--- config.mk ---
export PLATFORM = sky130hd
export DESIGN_NAME = hazard_ctrl
export DESIGN_NICKNAME = d
export VERILOG_FILES = /design/src/rtl/pipeline_ctrl_pkg.sv /design/src/rtl/sat_counter.sv /design/src/rtl/hazard_ctrl.sv
export SDC_FILE = /design/constraint.sdc
export NUM_CORES = 1
export LEC_CHECK = 0
export BUFFER_PORTS_ARGS = -buffer_cell sky130_fd_sc_hd__buf_4
export CAP_MARGIN = 40
export CORE_UTILIZATION = 45
export CTS_CLUSTER_SIZE = 20
export DETAILED_ROUTE_END_ITERATION = 10
export HOLD_SLACK_MARGIN = 0.05
export PLACE_DENSITY_LB_ADDON = 0.1
export SLEW_MARGIN = 5
export SYNTH_ARGS = -nofsm -noshare
export SYNTH_HDL_FRONTEND = slang
export SYNTH_HIERARCHICAL = 1
export SYNTH_SLANG_ARGS = --single-unit
--- constraint.sdc ---
create_clock -name clk -period 2.7 [get_ports clk]
set_input_delay 0.27 -clock clk [delete_from_list [all_inputs] [get_ports clk]]
set_output_delay 0.27 -clock clk [all_outputs]
set_load 0.01 [all_outputs]
--- src/rtl/pipeline_ctrl_pkg.sv ---
// Shared pipeline-control definitions: hazard FSM states, the hardwired
// zero register number and the instruction word that flush/bubble consumers
// load in place of a squashed instruction.
package pipeline_ctrl_pkg;

  typedef enum logic [1:0] {
    ST_RUN   = 2'd0,
    ST_MDU   = 2'd1,
    ST_FLUSH = 2'd2
  } hz_state_t;

  // $zero never carries a dependency, so a load targeting it can't stall.
  localparam logic [4:0] REG_ZERO = 5'd0;

  // sll $0,$0,0 -- what IF/ID, ID/EX and EX/MEM hold after a flush or bubble.
  localparam logic [31:0] NOP_INSTR = 32'h0000_0000;

endpackage

--- src/rtl/sat_counter.sv ---
// Free-running up counter that sticks at all-ones instead of wrapping.
module sat_counter #(
  parameter int WIDTH = 8
) (
  input  logic             clk,
  input  logic             reset,
  input  logic             en,
  output logic [WIDTH-1:0] count
);

  // Count enabled cycles, holding at the maximum value once reached.
  always_ff @(posedge clk or posedge reset) begin
    if (reset) begin
      count <= '0;
    end else if (en && (count != '1)) begin
      count <= count + WIDTH'(1);
    end
  end

endmodule

--- src/rtl/hazard_ctrl.sv ---
// Hazard and stall controller for the five-stage pipeline. Resolves
// taken-branch squashes, multi-cycle mult/div occupancy of EX and load-use
// dependencies (in that priority order) and counts stall cycles.
// All control outputs are Mealy: combinational from state, count and inputs.
module hazard_ctrl
  import pipeline_ctrl_pkg::*;
#(
  parameter int MDU_LATENCY = 4,
  parameter int CNT_W       = 8
) (
  input  logic             clk,
  input  logic             reset,
  input  logic [4:0]       id_rs,
  input  logic [4:0]       id_rt,
  input  logic             id_uses_rt,
  input  logic             ex_memread,
  input  logic [4:0]       ex_rt,
  input  logic             ex_mdu,
  input  logic             pcsrc,
  output logic             pc_write,
  output logic             if_id_write,
  output logic             if_id_flush,
  output logic             id_ex_bubble,
  output logic             ex_mem_flush,
  output logic             ex_hold,
  output logic [1:0]       state,
  output logic [CNT_W-1:0] stall_cnt
);

  // Remaining hold cycles after the entry cycle; wide enough for MDU_LATENCY-2.
  localparam int MCW = (MDU_LATENCY > 2) ? $clog2(MDU_LATENCY - 1) : 1;

  hz_state_t      state_q, state_d;
  logic [MCW-1:0] mdu_cnt_q, mdu_cnt_d;
  logic           load_use;

  // Load in EX writing a register the instruction in ID is about to read.
  assign load_use = ex_memread && (ex_rt != REG_ZERO) &&
                    ((ex_rt == id_rs) || (id_uses_rt && (ex_rt == id_rt)));

  // State and mult/div countdown registers.
  always_ff @(posedge clk or posedge reset) begin
    if (reset) begin
      state_q   <= ST_RUN;
      mdu_cnt_q <= '0;
    end else begin
      state_q   <= state_d;
      mdu_cnt_q <= mdu_cnt_d;
    end
  end

  // Next-state and control decode; squash overrides everything, and reset
  // forces every control low.
  always_comb begin
    state_d      = state_q;
    mdu_cnt_d    = mdu_cnt_q;
    pc_write     = 1'b1;
    if_id_write  = 1'b1;
    if_id_flush  = 1'b0;
    id_ex_bubble = 1'b0;
    ex_mem_flush = 1'b0;
    ex_hold      = 1'b0;
    if (reset) begin
      state_d     = ST_RUN;
      mdu_cnt_d   = '0;
      pc_write    = 1'b0;
      if_id_write = 1'b0;
    end else if (pcsrc) begin
      // Anything younger than the branch is squashed, including a mult/div.
      if_id_flush  = 1'b1;
      id_ex_bubble = 1'b1;
      ex_mem_flush = 1'b1;
      state_d      = ST_FLUSH;
      mdu_cnt_d    = '0;
    end else begin
      case (state_q)
        ST_RUN: begin
          if (ex_mdu) begin
            // ID/EX is held, so a coincident load-use needs no bubble.
            ex_hold     = 1'b1;
            pc_write    = 1'b0;
            if_id_write = 1'b0;
            state_d     = ST_MDU;
            mdu_cnt_d   = MCW'(MDU_LATENCY - 2);
          end else if (load_use) begin
            pc_write     = 1'b0;
            if_id_write  = 1'b0;
            id_ex_bubble = 1'b1;
          end
        end
        ST_MDU: begin
          if (mdu_cnt_q != '0) begin
            ex_hold     = 1'b1;
            pc_write    = 1'b0;
            if_id_write = 1'b0;
            mdu_cnt_d   = mdu_cnt_q - MCW'(1);
          end else begin
            // Release cycle: the op leaves EX at the end of this cycle.
            state_d = ST_RUN;
            if (load_use) begin
              pc_write     = 1'b0;
              if_id_write  = 1'b0;
              id_ex_bubble = 1'b1;
            end
          end
        end
        ST_FLUSH: begin
          // ID/EX holds a bubble, so its load/mdu flags are meaningless.
          state_d = ST_RUN;
        end
        default: begin
          state_d   = ST_RUN;
          mdu_cnt_d = '0;
        end
      endcase
    end
  end

  assign state = state_q;

  sat_counter #(.WIDTH(CNT_W)) u_stall_cnt (
    .clk   (clk),
    .reset (reset),
    .en    (!pc_write && !reset),
    .count (stall_cnt)
  );

endmodule

# Word-level counts from Yosys, hierarchy flattened
# Cells that the tools add are included.
# op_classes
n_addsub	2
multipliers	0
div_mod_pow	0
n_lt_le_gt_ge	0
eq_ne	9
shifts	0
n_mux	29
bitwise	0
n_reduce_logical	13
# op_table
cell	count
1-bit two-way mux	16
2-bit two-way mux	8
4-bit != test, second input constant	3
5-bit equality test	2
8-bit by 1-bit adder with 8-bit output, second input constant	1
8-bit != test, second input constant	1
1-bit one-hot mux with 2 select lines	3
2-bit one-hot mux with 3 select lines	1
1-bit logical AND	5
5-bit nonzero test	1
2-bit one-hot mux with 2 select lines	1
3-bit != test, second input constant	1
3-bit AND reduction	1
2-bit by 1-bit equality test with 1-bit output, second input constant	1
2-bit equality test, second input constant	1
1-bit logical NOT	2
2-bit logical NOT	1
2-bit AND reduction	1
2-bit nonzero test	1
2-bit by 1-bit subtractor with 2-bit output, second input constant	1
1-bit logical OR	1
# totals
register_bits	12
latch_bits	0
ram_bits	0
rom_bits	0
in_bits	21
output_inout_bits	16
word_cells	56
mem_count	0

# Longest topological paths before layout
# Gate-level depths: netlist of run 1.
# logic_depth
word_depth	12
ltp_mapped	9
mapped_depth_nobuf	9

# By module
# Netlist of run 1, hierarchy kept.
# modules_own_cells
mod	instances	cells_each	area_each_um2	seq_area_each_um2
sat_counter	1	38	419.2	200.2
hazard_ctrl	1	50	417.9	100.1

# Least setup slack after synthesis of run 1
# OpenSTA, ideal clock, no wires.
# synth_path
path_type	register to register
from	register mdu_cnt_q[0]
to	register u_stall_cnt.count[7]
setup_ns	0.128
arrival_time_ns	2.106
required_ns	2.572
path_slack_ns	0.467
path_stages_with_launch	10
cell_sequence	dfrtp_1 inv_1 ha_1 and2_1 o21ai_1 and3_1 a21o_1 nand3_1 nor3_1 mux2_1
# synth_between
elab_chain_cells	8
# synth_lines
item	line	rtl
start, declared	hazard_ctrl.sv:34	logic [MCW-1:0] mdu_cnt_q, mdu_cnt_d;
start signal, assigned	hazard_ctrl.sv:48	mdu_cnt_q <= mdu_cnt_d;
2-bit nonzero test	hazard_ctrl.sv:92	if (mdu_cnt_q != '0) begin
1-bit two-way mux	hazard_ctrl.sv:92	
1-bit one-hot mux with 2 select lines	hazard_ctrl.sv:76	case (state_q)
1-bit two-way mux	hazard_ctrl.sv:68	end else if (pcsrc) begin
1-bit two-way mux	hazard_ctrl.sv:63	if (reset) begin
1-bit logical NOT	hazard_ctrl.sv:124	.en (!pc_write && !reset),
1-bit logical AND	hazard_ctrl.sv:124	
1-bit logical AND	sat_counter.sv:15	end else if (en && (count != '1)) begin
end signal, assigned	sat_counter.sv:16	count <= count + WIDTH'(1);
end, declared	sat_counter.sv:8	output logic [WIDTH-1:0] count
# No other way between the ends.
# A chain may end at the register's enable or synchronous reset.

# Worst setup path after layout of run 1
# Same ends and word-level chain as after synthesis.

==> run metrics, run 1 <==
startpoint type of the worst setup path=register; TritonCTS clock tree=yes; Power Density=525 nW/um^2; vias per cell=5.26; Overall Global Routing Usage=21.3%; hpwl dp=1.57 mm; relative slew slack=78.9%; Finished Layout Cells=152; Final Hold Violating Endpoints=0; antenna-violating nets left=0; # resized after CTS=0; vias in the first global route=771; largest area contributor in the netlist=dfrtp_1; Top Ports=37; overall power=0.611 mW; Worst VDD drop=511 uV; commonest cells in the netlist=dfrtp_1, xnor2_1, nand2_1; outcome=complete, no violations; drt wl/cell=12.2 um; critical path data required time=2.85 ns; placer congestion estimate=0.800; largest net degree at the start of global routing=10; worst slew pin tran=0.317 ns; Worst path slowest cell=dfrtp_1; H-tree levels=1; Final Setup Violations=0; hold buffer count at cts=1; critical-path cell list=inv_1, ha_1, and2_1, o21ai_1, and3_1, a21o_1, nand3_1, nor3_1, mux2_1; dpl cells=148; antenna violations before repair=0; worst hold margin=0.218 ns; first-pass GRT wire length=3.14 mm; Worst Hold Class=in2reg; Num CTS Buffers=3; drt initial violations=5; MaxCap Viol Count=0; Setup Fix Bufs, Post-CTS=0; fmax=0.463 GHz; crit path time final=2.16 ns; die area=2040 sq um; Final Util=67.4%; CP max stage delay=0.37 ns; register area=300 sq um; fin nets=152; IO Port Bufs=36; CTS Buffer Depth=2; Residual DRC=0; CP Class=reg2reg; Lkg Pwr=0.533 nW; reg2reg start=mdu_cnt_q[0]; arrival time at the worst endpoint=2.31 ns; crit share post-route=80.0%; Initial Utilization=48.5%; Min-Delay Startpoint=pcsrc; layout cells sized above 1=36.2%; clk slew on worst S/H paths=0.06 ns; number of synthesized flops with an enable pin=0; Layout area overhead=39.0%; Clock Latency Late Sink=0.26 ns; routed vias=800; RSZ-0062 raised after global routing=false; DIE WIDTH=45.1 um; multi-input combinational cell area=503 sq um; worst-path maximum fanout=7; Max Slew Vio Count=0; syn nets=111; Chip Height=45.1 um; mapped cell area=837 sq um; crit path from=mdu_cnt_q[0]; Fillers=165; Cell variety after synth=31; syn_area_per_cell=9.51 sq um; Clock Sinks=12; ranking of synthesized cells by area=dfrtp_1, xnor2_1, mux2_1; post-synthesis sequential area ratio=35.9%; ys async rst share=100%; # diodes=0; Synth Register Bits=12; row cnt=15; Routed WL=1.85 mm; Clock Skews=0.00307 ns; Yosys top cell area share=35.9%; root buffer cell=clkbuf_4; setup TNS=0 ns; Ys Warns=6; DRT Pass-1 Iters=4; GRT overflow=0; Cells after Synth=88; core area=1730 sq um; Synth Flop Type=dfrtp_1; Setup crit end kind=register
==> sequential cells by signal (all words and copies together) (netlist names) <==
register and flops:
u_stall_cnt/count 8, mdu_cnt_q 2, state 2
==> report_power, final <==
group / total [mW] / internal (mW) / leakage (nW) / switching (mW)
sequential: 0.285 / 0.217 / 0.157 / 0.0680
combinational: 0.225 / 0.126 / 0.362 / 0.0995
clock: 0.102 / 0.0515 / 0.0138 / 0.0502
total: 0.611 / 0.394 / 0.533 / 0.218
==> logic make-up after synthesis <==
logic type,Yosys count,synth area share (%)
AND/OR/NAND/NOR,33,22.4
buffers and inverters,7,4.04
flip-flops,12,35.9
AO/OA/AOI/OAI,18,16.7
XOR/XNOR,12,12.6
multiplexers,4,5.38
adder cells (fa/ha/maj),2,2.99
==> worst max-delay path, delay by kind of cell (launching register included) <==
| kind | cells | cell delay, ns |
|---|---|---|
| simple gates | 4 | 0.69 |
| compound gates | 2 | 0.38 |
| flops | 1 | 0.37 |
| mux | 1 | 0.34 |
| fa+ha+maj | 1 | 0.22 |
| buf+inv | 1 | 0.06 |
==> metal layers <==
metal	vias to the layer above	wire length, um	global-route usage (%)	share of wire [%]
li1	405	-	-	-
met1	374	754	24.2	41
met2	21	1020	39.7	55
met3	0	76	6.00	4.1
met4	0	0	3.64	0
met5	-	0	0	0
==> through the flow <==
step	worst slack, ns	instance area [sq um]
2_1_floorplan	0.467	837
3_3_place_gp	0.604	1130
3_5_place_dp	0.556	1130
4_1_cts	0.540	1160
5_1_grt	0.392	1160
6_report	0.539	1160
==> area by class of cell <==
class / instances / share of cell area, %
Clock buffer: 3 / 1.94
Inverter: 5 / 1.61
Multi-Input combinational cell: 69 / 43.2
Sequential cell: 12 / 25.8
Tap cell: 25 / 2.69
Timing Repair Buffer: 38 / 24.7
==> path summary, 6_finish.rpt <==
| check | endpoint | slack, ns | depth (start not counted) |
|---|---|---|---|
| hold / removal | mdu_cnt_q[1] | 0.22 | 2 |
| setup / recovery | u_stall_cnt/count[7] | 0.54 | 9 |
| min in group asynchronous | state[1] | 0.52 | 3 |
| hold reg to reg | u_stall_cnt/count[6] | 0.54 | 1 |
| max in group asynchronous | u_stall_cnt/count[6] | 1.89 | 3 |
| setup reg to reg | u_stall_cnt/count[7] | 0.54 | 9 |
==> placed cells by master (no fill, tap or decap), drive strengths merged <==
| cell | synthesis | layout |
|---|---|---|
| and3 | 2 | 2 |
| o31a | 1 | 1 |
| o21bai | 2 | 2 |
| a21o | 3 | 3 |
| a221oi | 1 | 1 |
| o2111a | 1 | 1 |
| buf | 2 | 37 |
| and2 | 1 | 1 |
| a211oi | 2 | 2 |
| a31oi | 1 | 1 |
| o22ai | 1 | 1 |
| dlygate4sd3 | 0 | 1 |
| nand4 | 5 | 5 |
| inv | 5 | 5 |
| mux2 | 4 | 4 |
| a21oi | 1 | 1 |
| or4 | 1 | 1 |
| nor4 | 1 | 1 |
| nor2b | 2 | 2 |
| nand2 | 7 | 7 |
| nor2 | 4 | 4 |
| clkbuf | 0 | 3 |
| nand3 | 5 | 5 |
| ha | 2 | 2 |
| nor3 | 5 | 5 |
| o21ai | 4 | 4 |
| dfrtp | 12 | 12 |
| a21boi | 1 | 1 |
| xnor2 | 12 | 12 |
Note: power is estimated with default switching activity, not from simulation.
==> run 2: changes to the inputs <==
==> constraint.sdc (replaced) <==
create_clock -name clk -period 2.2 [get_ports clk]
set_input_delay 0.22 -clock clk [delete_from_list [all_inputs] [get_ports clk]]
set_output_delay 0.22 -clock clk [all_outputs]
set_load 0.01 [all_outputs]
==> run 2 against run 1 <==
Total power increased by 32%. Design area increased by 2.8%. Flip-flop and latch count unchanged. Final cell count increased by 2.0%. Clock skew decreased by 0.0027 ns. Combinational power increased by 25%. Routed wire length increased by 2.5%. Critical path depth unchanged. Via count increased by 2.9%. Utilization increased by 1.9 points. Critical endpoint unchanged. Largest power group unchanged.
==> run metrics, run 2 (synthesis gave the netlist of run 1 again) <==
outcome=complete, no violations; worst slew pin tran=0.313 ns; Overall Global Routing Usage=21.4%; Final Hold Violating Endpoints=0; dpl cells=150; H-tree levels=1; root buffer cell=clkbuf_4; Layout area overhead=42.9%; Final Cell Area=1200 sq um; part of the power in combinational logic=35.0%; Routed WL=1.90 mm; Initial Utilization=48.5%; most frequent cells in the layout=buf_4, xnor2_1, dfrtp_1; placer congestion estimate=0.782; reg2reg path depth=9; WHS Path Cells=2; Power Density=674 nW/um^2; Biggest register=u_stall_cnt/count; Setup crit end kind=register; CTS Buffer Depth=2; drt initial violations=12; setup TNS=0 ns; hold endpoint=mdu_cnt_q[1]; IO Port Bufs=36; Chip Height=45.1 um; Worst VDD drop=638 uV; GRT overflow=0; switching power=0.284 mW; Finished Layout Cells=155; Final Util=69.3%; die area=2040 sq um; Final Setup Violations=0; Lkg Pwr=0.551 nW; crit path buf inv count=1; CP delay by family, top=simple AND/OR/NAND/NOR gates; drt wl/cell=12.2 um; crit path time final=2.09 ns; hold buffer count at cts=1; # diodes=0; Post-DP Area=1150 sq um; vias in the first global route=762; TritonCTS clock tree=yes; antenna-violating nets left=0; clock network fraction of total power=21.5%; hpwl dp=1.53 mm; startpoint type of the worst setup path=register; largest net degree at the start of global routing=10; Power Internal=0.523 mW; core area=1730 sq um; Clock Latency Late Sink=0.27 ns; DRT Pass-1 Iters=4; Residual DRC=0; routed vias=823; Clock Skews=0.000330 ns; first-pass GRT wire length=3.14 mm; RSZ-0062 raised after global routing=false; Worst R2R End=u_stall_cnt/count[7]; worst-path maximum fanout=2; Top Ports=37; reg2reg start=mdu_cnt_q[0]; vias per cell=5.31; sw frac=35.2%; MaxCap Viol Count=0; arrival time at the worst endpoint=2.24 ns; most common cell after layout, fill and taps aside=buf_4; Num CTS Buffers=3; Clock Sinks=12; r2r setup slk=0.11 ns; relative slew slack=79.1%; clk slew on worst S/H paths=0.07 ns; Largest register FFs=8; critical-path cell list=inv_1, ha_1, and2_1, o21ai_2, and3_1, a21o_1, nand3_1, nor3_1, mux2_1; layout cells sized above 1=38.5%; crit share post-route=94.9%; Reg power frac=43.5%; fin nets=154; Worst path slowest cell=dfrtp_1; critical path data required time=2.36 ns; antenna violations before repair=0; Max Slew Vio Count=0; Worst Hold Class=in2reg; Setup Fix Bufs, Post-CTS=0; CP Class=reg2reg; DIE WIDTH=45.1 um; # resized after CTS=0; Min-Delay Startpoint=pcsrc; fmax=0.479 GHz; row cnt=15; critical path depth=9; CP max stage delay=0.36 ns
==> run 2: final cells by class <==
type                       instances  area, sq um
sequential                        12          300
tap                               25         31.3
fill                             151          531
inverter                           5         18.8
timing repair buffer              40          303
multi-input combinational         69          507
clock buffer                       4         36.3
==> run 2: how the worst max path moves through the flow <==
stage                            to  slack, ns          from
5_1_grt        u_stall_cnt/count[7]      0.002  mdu_cnt_q[0]
3_5_place_dp   u_stall_cnt/count[7]       0.15  mdu_cnt_q[0]
4_1_cts        u_stall_cnt/count[7]       0.13  mdu_cnt_q[0]
6_report       u_stall_cnt/count[7]       0.11  mdu_cnt_q[0]
2_1_floorplan  u_stall_cnt/count[7]       0.04  mdu_cnt_q[0]
3_3_place_gp   u_stall_cnt/count[7]       0.19  mdu_cnt_q[0]
==> run 2: worst register-to-register path, cell delays in order, from the launching register on <==
cell     delay (ns)
dfrtp_1        0.36
inv_1          0.06
ha_1           0.21
and2_1         0.17
o21ai_2        0.16
and3_1         0.22
a21o_1         0.11
nand3_1        0.12
nor3_1         0.22
mux2_1         0.34
==> run 2: metrics by stage <==
step	power, mW	hold WS (ns)	setup WS [ns]
floorplan	0.485	-0.00365	0.0443
global placement	0.626	0.184	0.187
detailed placement	0.637	0.183	0.150
CTS	0.812	0.165	0.130
global route	0.860	0.178	0.00186
finish	0.807	0.167	0.113
==> run 2: layer usage <==
layer,track usage (%),vias up,share of wire [%]
met2,38.8,28,54
li1,-,406,-
met5,0,-,0
met4,7.27,0,0.74
met1,23.3,387,40
met3,6.40,2,4.6
==> run 2: power by group through the flow <==
| stage | Combinational [mW] | Clock (mW) | Sequential, mW |
|---|---|---|---|
| 3_3_place_gp | 0.275 | 0 | 0.351 |
| 2_1_floorplan | 0.125 | 0 | 0.360 |
| 4_1_cts | 0.285 | 0.177 | 0.350 |
| 5_1_grt | 0.314 | 0.187 | 0.359 |
| 6_report | 0.282 | 0.174 | 0.351 |
| 3_5_place_dp | 0.283 | 0 | 0.354 |
